--- src/rtl/ext_pipe_unit.sv ---
// Immediate-extend stage: sign/zero extension into a 2-entry elastic buffer.
// Optional EXT_SHIFT_EN adds in_shift for a word-to-byte (<<2) offset.
module ext_pipe_unit #(
  parameter int INSIZE_A = 19,
  parameter int INSIZE_B = 23,
  parameter int OUTSIZE  = 32
) (
  input  logic                clk,
  input  logic                reset,
  input  logic                in_valid,
  output logic                in_ready,
  input  logic [INSIZE_B-1:0] in_data,
  input  logic [1:0]          in_mode,
`ifdef EXT_SHIFT_EN
  input  logic                in_shift,
`endif
  output logic                out_valid,
  input  logic                out_ready,
  output logic [OUTSIZE-1:0]  out_data
);

  typedef enum logic [1:0] {
    EMPTY = 2'd0,
    ONE   = 2'd1,
    TWO   = 2'd2
  } state_e;

  state_e             state_q, state_d;
  logic [OUTSIZE-1:0] head_q, head_d;
  logic [OUTSIZE-1:0] skid_q, skid_d;

  logic               push, pop;
  logic [OUTSIZE-1:0] ext_a_s, ext_a_z;
  logic [OUTSIZE-1:0] ext_b_s, ext_b_z;
  logic [OUTSIZE-1:0] ext;
  logic [OUTSIZE-1:0] ext_res;

  assign ext_a_s = {{(OUTSIZE-INSIZE_A){in_data[INSIZE_A-1]}},
                    in_data[INSIZE_A-1:0]};
  assign ext_a_z = {{(OUTSIZE-INSIZE_A){1'b0}},
                    in_data[INSIZE_A-1:0]};
  assign ext_b_s = {{(OUTSIZE-INSIZE_B){in_data[INSIZE_B-1]}},
                    in_data};
  assign ext_b_z = {{(OUTSIZE-INSIZE_B){1'b0}},
                    in_data};

  always_comb begin
    ext = ext_a_s;
    unique case (in_mode)
      2'b00:   ext = ext_a_s;
      2'b01:   ext = ext_b_s;
      2'b10:   ext = ext_a_z;
      default: ext = ext_b_z;
    endcase
  end

`ifdef EXT_SHIFT_EN
  assign ext_res = in_shift ? {ext[OUTSIZE-3:0], 2'b00} : ext;
`else
  assign ext_res = ext;
`endif

  // Ready comes from registered state only, never from out_ready.
  assign in_ready  = !reset && (state_q != TWO);
  assign out_valid = (state_q != EMPTY);
  assign out_data  = head_q;

  assign push = in_valid && in_ready;
  assign pop  = out_valid && out_ready;

  always_comb begin
    state_d = state_q;
    head_d  = head_q;
    skid_d  = skid_q;
    unique case (state_q)
      EMPTY: begin
        if (push) begin
          state_d = ONE;
          head_d  = ext_res;
        end
      end
      ONE: begin
        if (push && pop) begin
          head_d = ext_res;
        end else if (push) begin
          state_d = TWO;
          skid_d  = ext_res;
        end else if (pop) begin
          state_d = EMPTY;
        end
      end
      TWO: begin
        if (pop) begin
          state_d = ONE;
          head_d  = skid_q;
        end
      end
      default: state_d = EMPTY;
    endcase
  end

  always_ff @(posedge clk) begin
    if (reset) begin
      state_q <= EMPTY;
      head_q  <= '0;
      skid_q  <= '0;
    end else begin
      state_q <= state_d;
      head_q  <= head_d;
      skid_q  <= skid_d;
    end
  end

endmodule

--- config.mk ---
export PLATFORM = sky130hd
export DESIGN_NAME = ext_pipe_unit
export DESIGN_NICKNAME = d
export VERILOG_FILES = /design/src/rtl/ext_pipe_unit.sv
export SDC_FILE = /design/constraint.sdc
export NUM_CORES = 1
export LEC_CHECK = 0
export CAP_MARGIN = 10
export CORE_ASPECT_RATIO = 1.25
export CORE_MARGIN = 2
export CORE_UTILIZATION = 40
export CTS_CLUSTER_DIAMETER = 100
export DETAILED_ROUTE_END_ITERATION = 16
export HOLD_SLACK_MARGIN = 0.08
export PLACE_DENSITY = 0.8
export SYNTH_ARGS = -nofsm -noshare
export SYNTH_HDL_FRONTEND = slang
export SYNTH_SLANG_ARGS = --single-unit
--- constraint.sdc ---
create_clock -name clk -period 2 [get_ports clk]
set_input_delay 0.2 -clock clk [delete_from_list [all_inputs] [get_ports clk]]
set_output_delay 0.2 -clock clk [all_outputs]
set_load 0.01 [all_outputs]
==> impl_metrics.yaml, run 1 <==
route:
  drc: 0
  wl_per_cell_um: 15.0
  ant_nets: 0
  wl_met1_mm: 2.47
  viasPerCell: 5.69
  met2WireLength_mm: 2.89
  wl_mm: 5.71
  firstDrtPassIters: 4
  wl_met3_um: 246
  dr_total_vias: 2169
  highest_layer: "met4"
  first_iter_violations: 131
layout:
  nNetsFinal: 343
  final_cell_mix: "61 x clkdlybuf4s50_1, 49 x dfxtp_1, 26 x a21oi_1, 23 x mux2i_1, 21 x buf_4"
  final_common_cell: "clkdlybuf4s50_1"
  n_antenna_cell: 0
  drive_above_1_share_pct: 12.7
  fin_util_pct: 54.3
  area_delta_synth_final_pct: 31.1
  instances_no_fill: 381
sta:
  fin_crit_sh_pct: 91.6
  worstMarginPinSlew_ns: 0.448
  whs_ns: 0.236
  fmax_mhz: 546
  rsz0062_at_grt: "false"
  post-route-min-period_ns: 1.83
  skew_ns: 0.00584
  setup_ws_ns: 0.168
  setup_violations: 0
  tns_ns: 0
  relSlewSlack_pct: 70.0
  slew_violations: 0
  timing.final.hold_violations: 0
clock_tree:
  htree_levels: 2
  cts_buffer_depth: 2
  cts.sinks: 50
  root_buffer: "clkbuf_8"
  cts_tree: "built"
  insertion_delay_ns: 0.30
  postCtsSetupRepairBufs: 0
  cts_buffers: 5
  clk_pin_slew_ns: 0.09
yosys:
  yosys_warnings: 0
  synth-edff-count: 0
  ys_seq_area_share_pct: 41.6
  avgSynthCellArea_um2: 9.23
  synth_cell_types: 37
  ys_async_sr_fraction_pct: 0
  netlist_instances: 261
  netlist_area_um2: 2410
  syn_nets: 290
  synth-seq-cells: 50
  synth_flop_cell: "dfxtp_1"
floorplan:
  rows: 31
  die_w_um: 73.4
  dieArea_um2: 6660
  pin_count: 63
  start_util_pct: 41.4
  core_um2: 5820
  die_h_um: 90.8
placement:
  dp.cells: 373
  port_buffers: 62
  dp_slack_ns: 0.137
  dp_hpwl_mm: 4.16
  place.gp.congestion: 0.826
pwr:
  p_leak_nw: 1.23
  powerDensity_nw_per_um2: 691
  ir_drop_v: 0.000324
global_route:
  grt_pass1_vias: 2038
  grt_pass1_wl_mm: 9.51
  antenna_found_initial: 0
  grt-ovfl-total: 0
  gr-usage-all-layers_pct: 17.7
  grt_start_max_net_pins: 32
outcome:
  status: "complete, no violations"
hold_path:
  hold_path.class: "in -> reg"
critical_path:
  crit_required_ns: 1.80
  worstPathMaxFanout: 8
  end_kind: "output port"
  startpoint_type: "flop"
  critical_path_class: "reg -> out"
  crit_arrival_ns: 1.63
flow_run:
  drv_cap: 0
[synth_stat cells (3+ instances only)]
| cell | number | share of area [%] |
|---|---|---|
| a21oi_1 | 26 | 5.4 |
| a311o_1 | 4 | 1.7 |
| a211oi_1 | 19 | 5.9 |
| nand2b_1 | 6 | 1.6 |
| buf_2 | 13 | 2.7 |
| clkbuf_1 | 8 | 1.2 |
| nor4_1 | 19 | 4.9 |
| dfxtp_1 | 50 | 42 |
| mux2i_1 | 23 | 9.6 |
| nor3b_1 | 4 | 1.2 |
| nand3_1 | 19 | 3.9 |
| o21ai_0 | 20 | 4.2 |
| buf_1 | 3 | 0.47 |
| a311oi_1 | 4 | 1.5 |
| nand2_1 | 6 | 0.93 |
| buf_4 | 12 | 3.7 |
| nor2b_1 | 3 | 0.78 |
[worst max-delay path: stages, from the launching register on]
cell and delay, ns:
dfxtp_1 0.48, nand2b_1 0.17, nor2b_1 0.14, clkdlybuf4s50_1 0.54
[per-layer routing]
metal / up-vias / global-route usage, %
met2: 59 / 28.8
li1: 1073 / -
met3: 9 / 2.34
met4: 0 / 7.73
met1: 1028 / 22.9
met5: - / 0
[where the power goes]
part | leakage, nW | internal (mW) | switching (mW) | total (mW)
Combinational | 0.768 | 0.276 | 0.222 | 0.498
Sequential | 0.409 | 1.05 | 0.0364 | 1.09
Clock | 0.0482 | 0.279 | 0.317 | 0.596
Total | 1.23 | 1.61 | 0.575 | 2.18
[cell type report]
class                      count  area (um^2)
timing repair buffer          83          773
clock buffer                   7         86.3
inverter                       1         3.75
tap                           66         82.6
multi-input combinational    173         1200
sequential                    50         1000
clock inverter                 1         5.00
fill                         541         2660
[metrics by stage]
step	power [mW]	cell area [um^2]
finish	2.18	3160
global route	2.29	3160
CTS	2.20	3160
detailed placement	1.61	3070
global placement	1.60	3070
floorplan	1.37	2410
[worst paths after layout]
check             start          end  slack (ns)  depth (start not counted)
max          state_q[0]     in_ready        0.17                          3
min               reset    skid_q[9]        0.24                          2
max reg2reg  state_q[0]  out_data[7]        0.43                          4
min reg2reg   skid_q[4]    skid_q[4]        0.48                          2
[sequential cells by signal (all words and copies together), names as in the netlist]
register and count:
out_data 24, skid_q 24, state_q 2
[cells by family after synthesis]
group	synth area share (%)
compound gates	20.6
buf+inv	8.78
flops	41.6
mux	10.0
simple gates	19.0
[repair_timing]
| action | 4_1_cts | 5_1_grt |
|---|---|---|
| setup endpoints to repair | 0 | 2 |
| gates resized for setup | 0 | 1 |
| hold buffers | 0 | 0 |
Power figures use the tool's default switching activity.
==> run 2, diff against run 1 <==
CORE_MARGIN = 1.5   (was 2)
REMOVE_ABC_BUFFERS = 1   (was not set)
==> run 2 against run 1 <==
  * Register-to-register slack about the same
  * Combinational power up 2%
  * Count of clock-buffer cells in the layout up 1
  * Sequential power about the same
  * Sequential share of layout area down 0.28 points
  * First-iteration DRC count up 1.5%
  * Global-route usage up 0.95 points
  * Via count down 1.0%
  * Flip-flop and latch count unchanged
  * Critical path depth unchanged
  * Cell count down 0.52%
  * Critical path type unchanged
  * Largest power group unchanged
==> impl_metrics.yaml, run 2 (synthesis results as in run 1) <==
route:
  wl_met1_mm: 2.51
  highest_layer: "met4"
  drc: 0
  ant_nets: 0
  wl_per_cell_um: 15.5
  dr_total_vias: 2147
  viasPerCell: 5.66
  first_iter_violations: 133
  firstDrtPassIters: 4
  wl_met3_um: 235
  wl_mm: 5.88
  met2WireLength_mm: 3.07
critical_path:
  r2r_cells: 4
  crit_required_ns: 1.80
  path_buf_inv: 1
  cp_slowest_stage_delay_ns: 0.56
  worstPathMaxFanout: 7
  startpoint_type: "flop"
  crit_cells: 3
  crit_arrival_ns: 1.63
  end_kind: "output port"
  path_delay_family: "buffers and inverters"
  path_cells: "nand2b_1 -> nor2b_1 -> clkdlybuf4s50_1"
  critical_path_class: "reg -> out"
  crit_path_top_delay_cell: "clkdlybuf4s50_1"
clock_tree:
  cts_buffers: 5
  root_buffer: "clkbuf_8"
  cts.sinks: 50
  cts_buffer_depth: 2
  htree_levels: 2
  ctsHoldBuffers: 0
  insertion_delay_ns: 0.31
  cts_tree: "built"
  postCtsSetupRepairBufs: 0
  clk_pin_slew_ns: 0.09
global_route:
  grt_pass1_wl_mm: 9.67
  gr-usage-all-layers_pct: 18.6
  grt_pass1_vias: 2028
  grt_start_max_net_pins: 32
  antenna_found_initial: 0
  grt-ovfl-total: 0
pwr:
  clockPowerShare_pct: 29.8
  seqPwrFrac_pct: 47.9
  p_sw_uw: 589
  internal_power_mw: 1.68
  comb_power_share_pct: 22.3
  powerDensity_nw_per_um2: 711
  p_leak_nw: 1.23
  ir_drop_v: 0.000314
  switching_share_pct: 25.9
outcome:
  status: "complete, no violations"
floorplan:
  die_h_um: 89.8
  pin_count: 63
  core_um2: 5820
  dieArea_um2: 6500
  die_w_um: 72.4
  rows: 31
  start_util_pct: 41.4
layout:
  nFillCells: 544
  fin_util_pct: 54.8
  drive_above_1_share_pct: 13.1
  fin_area_um2: 3190
  n_antenna_cell: 0
  final_common_cell: "clkdlybuf4s50_1"
  nNetsFinal: 341
  area_delta_synth_final_pct: 32.5
  final_cell_mix: "61 x clkdlybuf4s50_1, 48 x dfxtp_1, 26 x a21oi_1, 23 x mux2i_1, 20 x o21ai_0"
hold_path:
  whs_path_depth: 2
  hold_path.class: "in -> reg"
sta:
  fin_crit_sh_pct: 91.5
  setup_violations: 0
  post-route-min-period_ns: 1.83
  timing.final.hold_violations: 0
  fmax_mhz: 547
  setup_ws_ns: 0.171
  relSlewSlack_pct: 73.5
  skew_ns: 0.00579
  slew_violations: 0
  rsz0062_at_grt: "false"
  worstMarginPinSlew_ns: 0.398
flow_run:
  drv_cap: 0
placement:
  place.gp.congestion: 0.772
  dp_hpwl_mm: 4.10
  placed_cell_area_um2: 3080
  dp_slack_ns: 0.123
  port_buffers: 62
[run 2: changes by cell type in the layout (fill, tap and decap cells not counted), sizes merged]
cell    delta
buf        -2
clkbuf     +1
clkinv     -1
[run 2: per-layer routing]
layer	track usage, %	vias to the layer above
met1	22.3	1021
met4	6.13	0
met5	0	-
met2	32.6	51
li1	-	1068
met3	3.81	7
[run 2: final timing paths]
| kind | startpoint | slack [ns] | endpoint |
|---|---|---|---|
| max | state_q[0] | 0.17 | in_ready |
| min | reset | 0.24 | state_q[0] |
| max reg2reg | state_q[1] | 0.44 | out_data[5] |
| min reg2reg | skid_q[9] | 0.48 | skid_q[9] |
[run 2: repair_timing]
action | in CTS | in global routing
resized for setup | 1 | 1
setup endpoints to repair | 1 | 1
hold endpoints to repair | 0 | 0
[run 2: layout make-up]
| cell class | count | area (um^2) | area share (%) |
|---|---|---|---|
| multi-input cells | 173 | 1210 | 37.8 |
| flip-flops and latches | 50 | 1000 | 31.5 |
| repair buffers | 81 | 783 | 24.5 |
| clock buffers | 8 | 110 | 3.45 |
| well taps | 66 | 82.6 | 2.59 |
| inverters | 1 | 3.75 | 0.118 |
[run 2: power groups by stage]
stage | clock, mW | combinational [mW] | sequential, mW
after detailed placement | 0 | 0.505 | 1.11
after floorplan | 0 | 0.178 | 1.14
final | 0.677 | 0.506 | 1.09
after CTS | 0.696 | 0.508 | 1.09
after global placement | 0 | 0.496 | 1.11
after global routing | 0.733 | 0.541 | 1.10
[run 2: stage by stage]
stage / hold WS [ns] / TNS (ns) / std cells / power, mW
2_1_floorplan: 0.265 / -5.80 / 224 / 1.32
3_3_place_gp: 0.458 / 0 / 371 / 1.61
3_5_place_dp: 0.466 / 0 / 371 / 1.62
4_1_cts: 0.233 / 0 / 379 / 2.29
5_1_grt: 0.239 / 0 / 379 / 2.37
6_report: 0.239 / 0 / 379 / 2.27
==> variant, RTL diff (settings of run 2) <==
Change the parameter `OUTSIZE` from 32 to 128.
--- a/src/rtl/ext_pipe_unit.sv
+++ b/src/rtl/ext_pipe_unit.sv
@@ -5,3 +5,3 @@
   parameter int INSIZE_B = 23,
-  parameter int OUTSIZE  = 32
+  parameter int OUTSIZE  = 128
 ) (
Ports: changed (resized out_data); port bits go from 63 to 159. The function was not compared with the original's and may differ.
==> variant against run 2 <==
Synthesized area grew 30%. Cell area grew 30%. Global-route usage shrank 0.88 points. First-iteration DRC count up 75%. Worst setup slack got worse by 0.038 ns. Largest cell class is now non-clock buffers. Synthesized cell count up 47%. Combinational power is 60% higher. Clock power increased by 4.6%. Sequential cell count unchanged. Wire length is 28% higher. Count of clock-buffer cells in the layout fell by 2. Power up 14%.
==> variant: results (changes against run 2) <==
| Metric | Value |
|---|---|
| DR WL/cell | 14.45 um (-6.9%) |
| Cell variety after synth | 34 (-8.1%) |
| Worst slew pin tran | 0.7463 ns (+0.3488 ns) |
| PostCTS Resize Cnt | 0 (-1) |
| Synth top area cells | dfxtp_1 (32%), buf_4 (26%), a311oi_1 (11%), nand2_1 (5.3%), a21oi_1 (4.0%) |
| Synth cell count leaders | buf_4 (107), dfxtp_1 (50), nand2_1 (44) |
| Global-route wire length before repair | 11740 um (+21%) |
| Critical R2R Capture | out_data[2] |
| Pin count of the biggest net entering global routing | 58 (+81%) |
| Hold slack | 0.4389 ns (+0.1998 ns) |
| Critical Path AT | 1.67 ns (+0.04 ns) |
| Vias post-DR | 2809 (+31%) |
| Sequential fraction of the synthesis area | 31.91% (-9.6 points) |
| Gpl congestion | 0.7839 (+1.6%) |
| Vias in the first global route | 2591 (+28%) |
| Hold EP | skid_q[1] |
| R2R Setup Slk | 0.26 ns (-0.18 ns) |
| Worst Path Max Fanout | 14 (+7) |
| Layout Skew | 0.004803 ns (-0.0009836 ns) |
| Fill cell count | 663 (+22%) |
| Status | finished clean |
| Port bufs | 158 (+150%) |
| Hold Crit Depth | 3 (+1) |
| Fraction of layout cells with a size suffix above 1 | 8.411% (-4.7 points) |
| Pleak | 1.400 nW (+14%) |
| VDD IR max | 403.3 uV (+28%) |
| Placed inst area | 4025 um2 (+31%) |
| Total GRT Usage | 17.74% (-0.88 points) |
| FF-to-FF path depth | 3 (-1) |
| Pre-CTS setup slack | -0.008552 ns (-0.1315 ns) |
| DR iter-0 viols | 233 (+75%) |
variant: cell types whose count changed after synthesis, moves of 4 or more:
cell,change
buf_4,+95
a311o_1,-4
nor3_1,+4
nand2_1,+38
mux2i_1,-18
o311ai_0,+4
nor4_1,-15
buf_2,+5
nor3b_1,-4
a311oi_1,+36
nand2b_1,-4
a211oi_1,-18
variant: kinds of logic (layout without fill, tap and decap cells):
logic type | Yosys count | in the layout | synth area share [%]
DFF | 50 | 50 | 31.91
AOI/OAI and AO/OA | 93 | 93 | 20.62
muxes | 6 | 6 | 1.955
and+or+nand+nor | 94 | 94 | 15.20
buffers and inverters | 140 | 185 | 30.32
variant: how the worst max path moves through the flow:
stage | from | to | slack [ns] | depth (start not counted)
2_1_floorplan | out_data[71] | out_data[71] | -5.59 | 2
4_1_cts | out_data[71] | out_data[78] | 0.13 | 2
6_report | state_q[0] | in_ready | 0.13 | 3
3_3_place_gp | in_valid | out_data[11] | 0.08 | 4
5_1_grt | state_q[0] | in_ready | 0.01 | 3
3_5_place_dp | in_valid | out_data[2] | -0.009 | 4
variant: layout make-up:
cell class                 instances  area, um2  area share [%]
tap                               92      115.1           2.784
multi-input combinational        193       1187           28.71
inverter                           3      11.26          0.2723
clock inverter                     2      37.54          0.9077
sequential                        50       1002           24.24
timing repair buffer             174       1709           41.33
clock buffer                       6      72.57           1.755
variant: power by group:
| part | internal, mW | switching, mW |
|---|---|---|
| combinational | 0.458 | 0.350 |
| clock | 0.373 | 0.335 |
| sequential | 1.04 | 0.0324 |
variant: through the flow:
step	instances	setup TNS, ns	util, %
after floorplan	246	-556.30	-
after global placement	512	0	53.75
after detailed placement	512	-0.01044	53.75
after CTS	520	0	55.22
after global routing	520	0	55.22
final	520	0	55.22
variant: routing by layer:
metal,global-route usage (%),vias to the layer above,wire [um]
met2,32.46,166,3693
li1,-,1340,-
met3,3.661,8,723
met5,0,-,0
met1,19.92,1295,2996
met4,6.128,0,99
variant: critical path, cell delays in order (launching register included):
cell	delay, ns
dfxtp_1	0.56
nor2b_2	0.09
nor2_1	0.14
clkdlybuf4s50_1	0.57
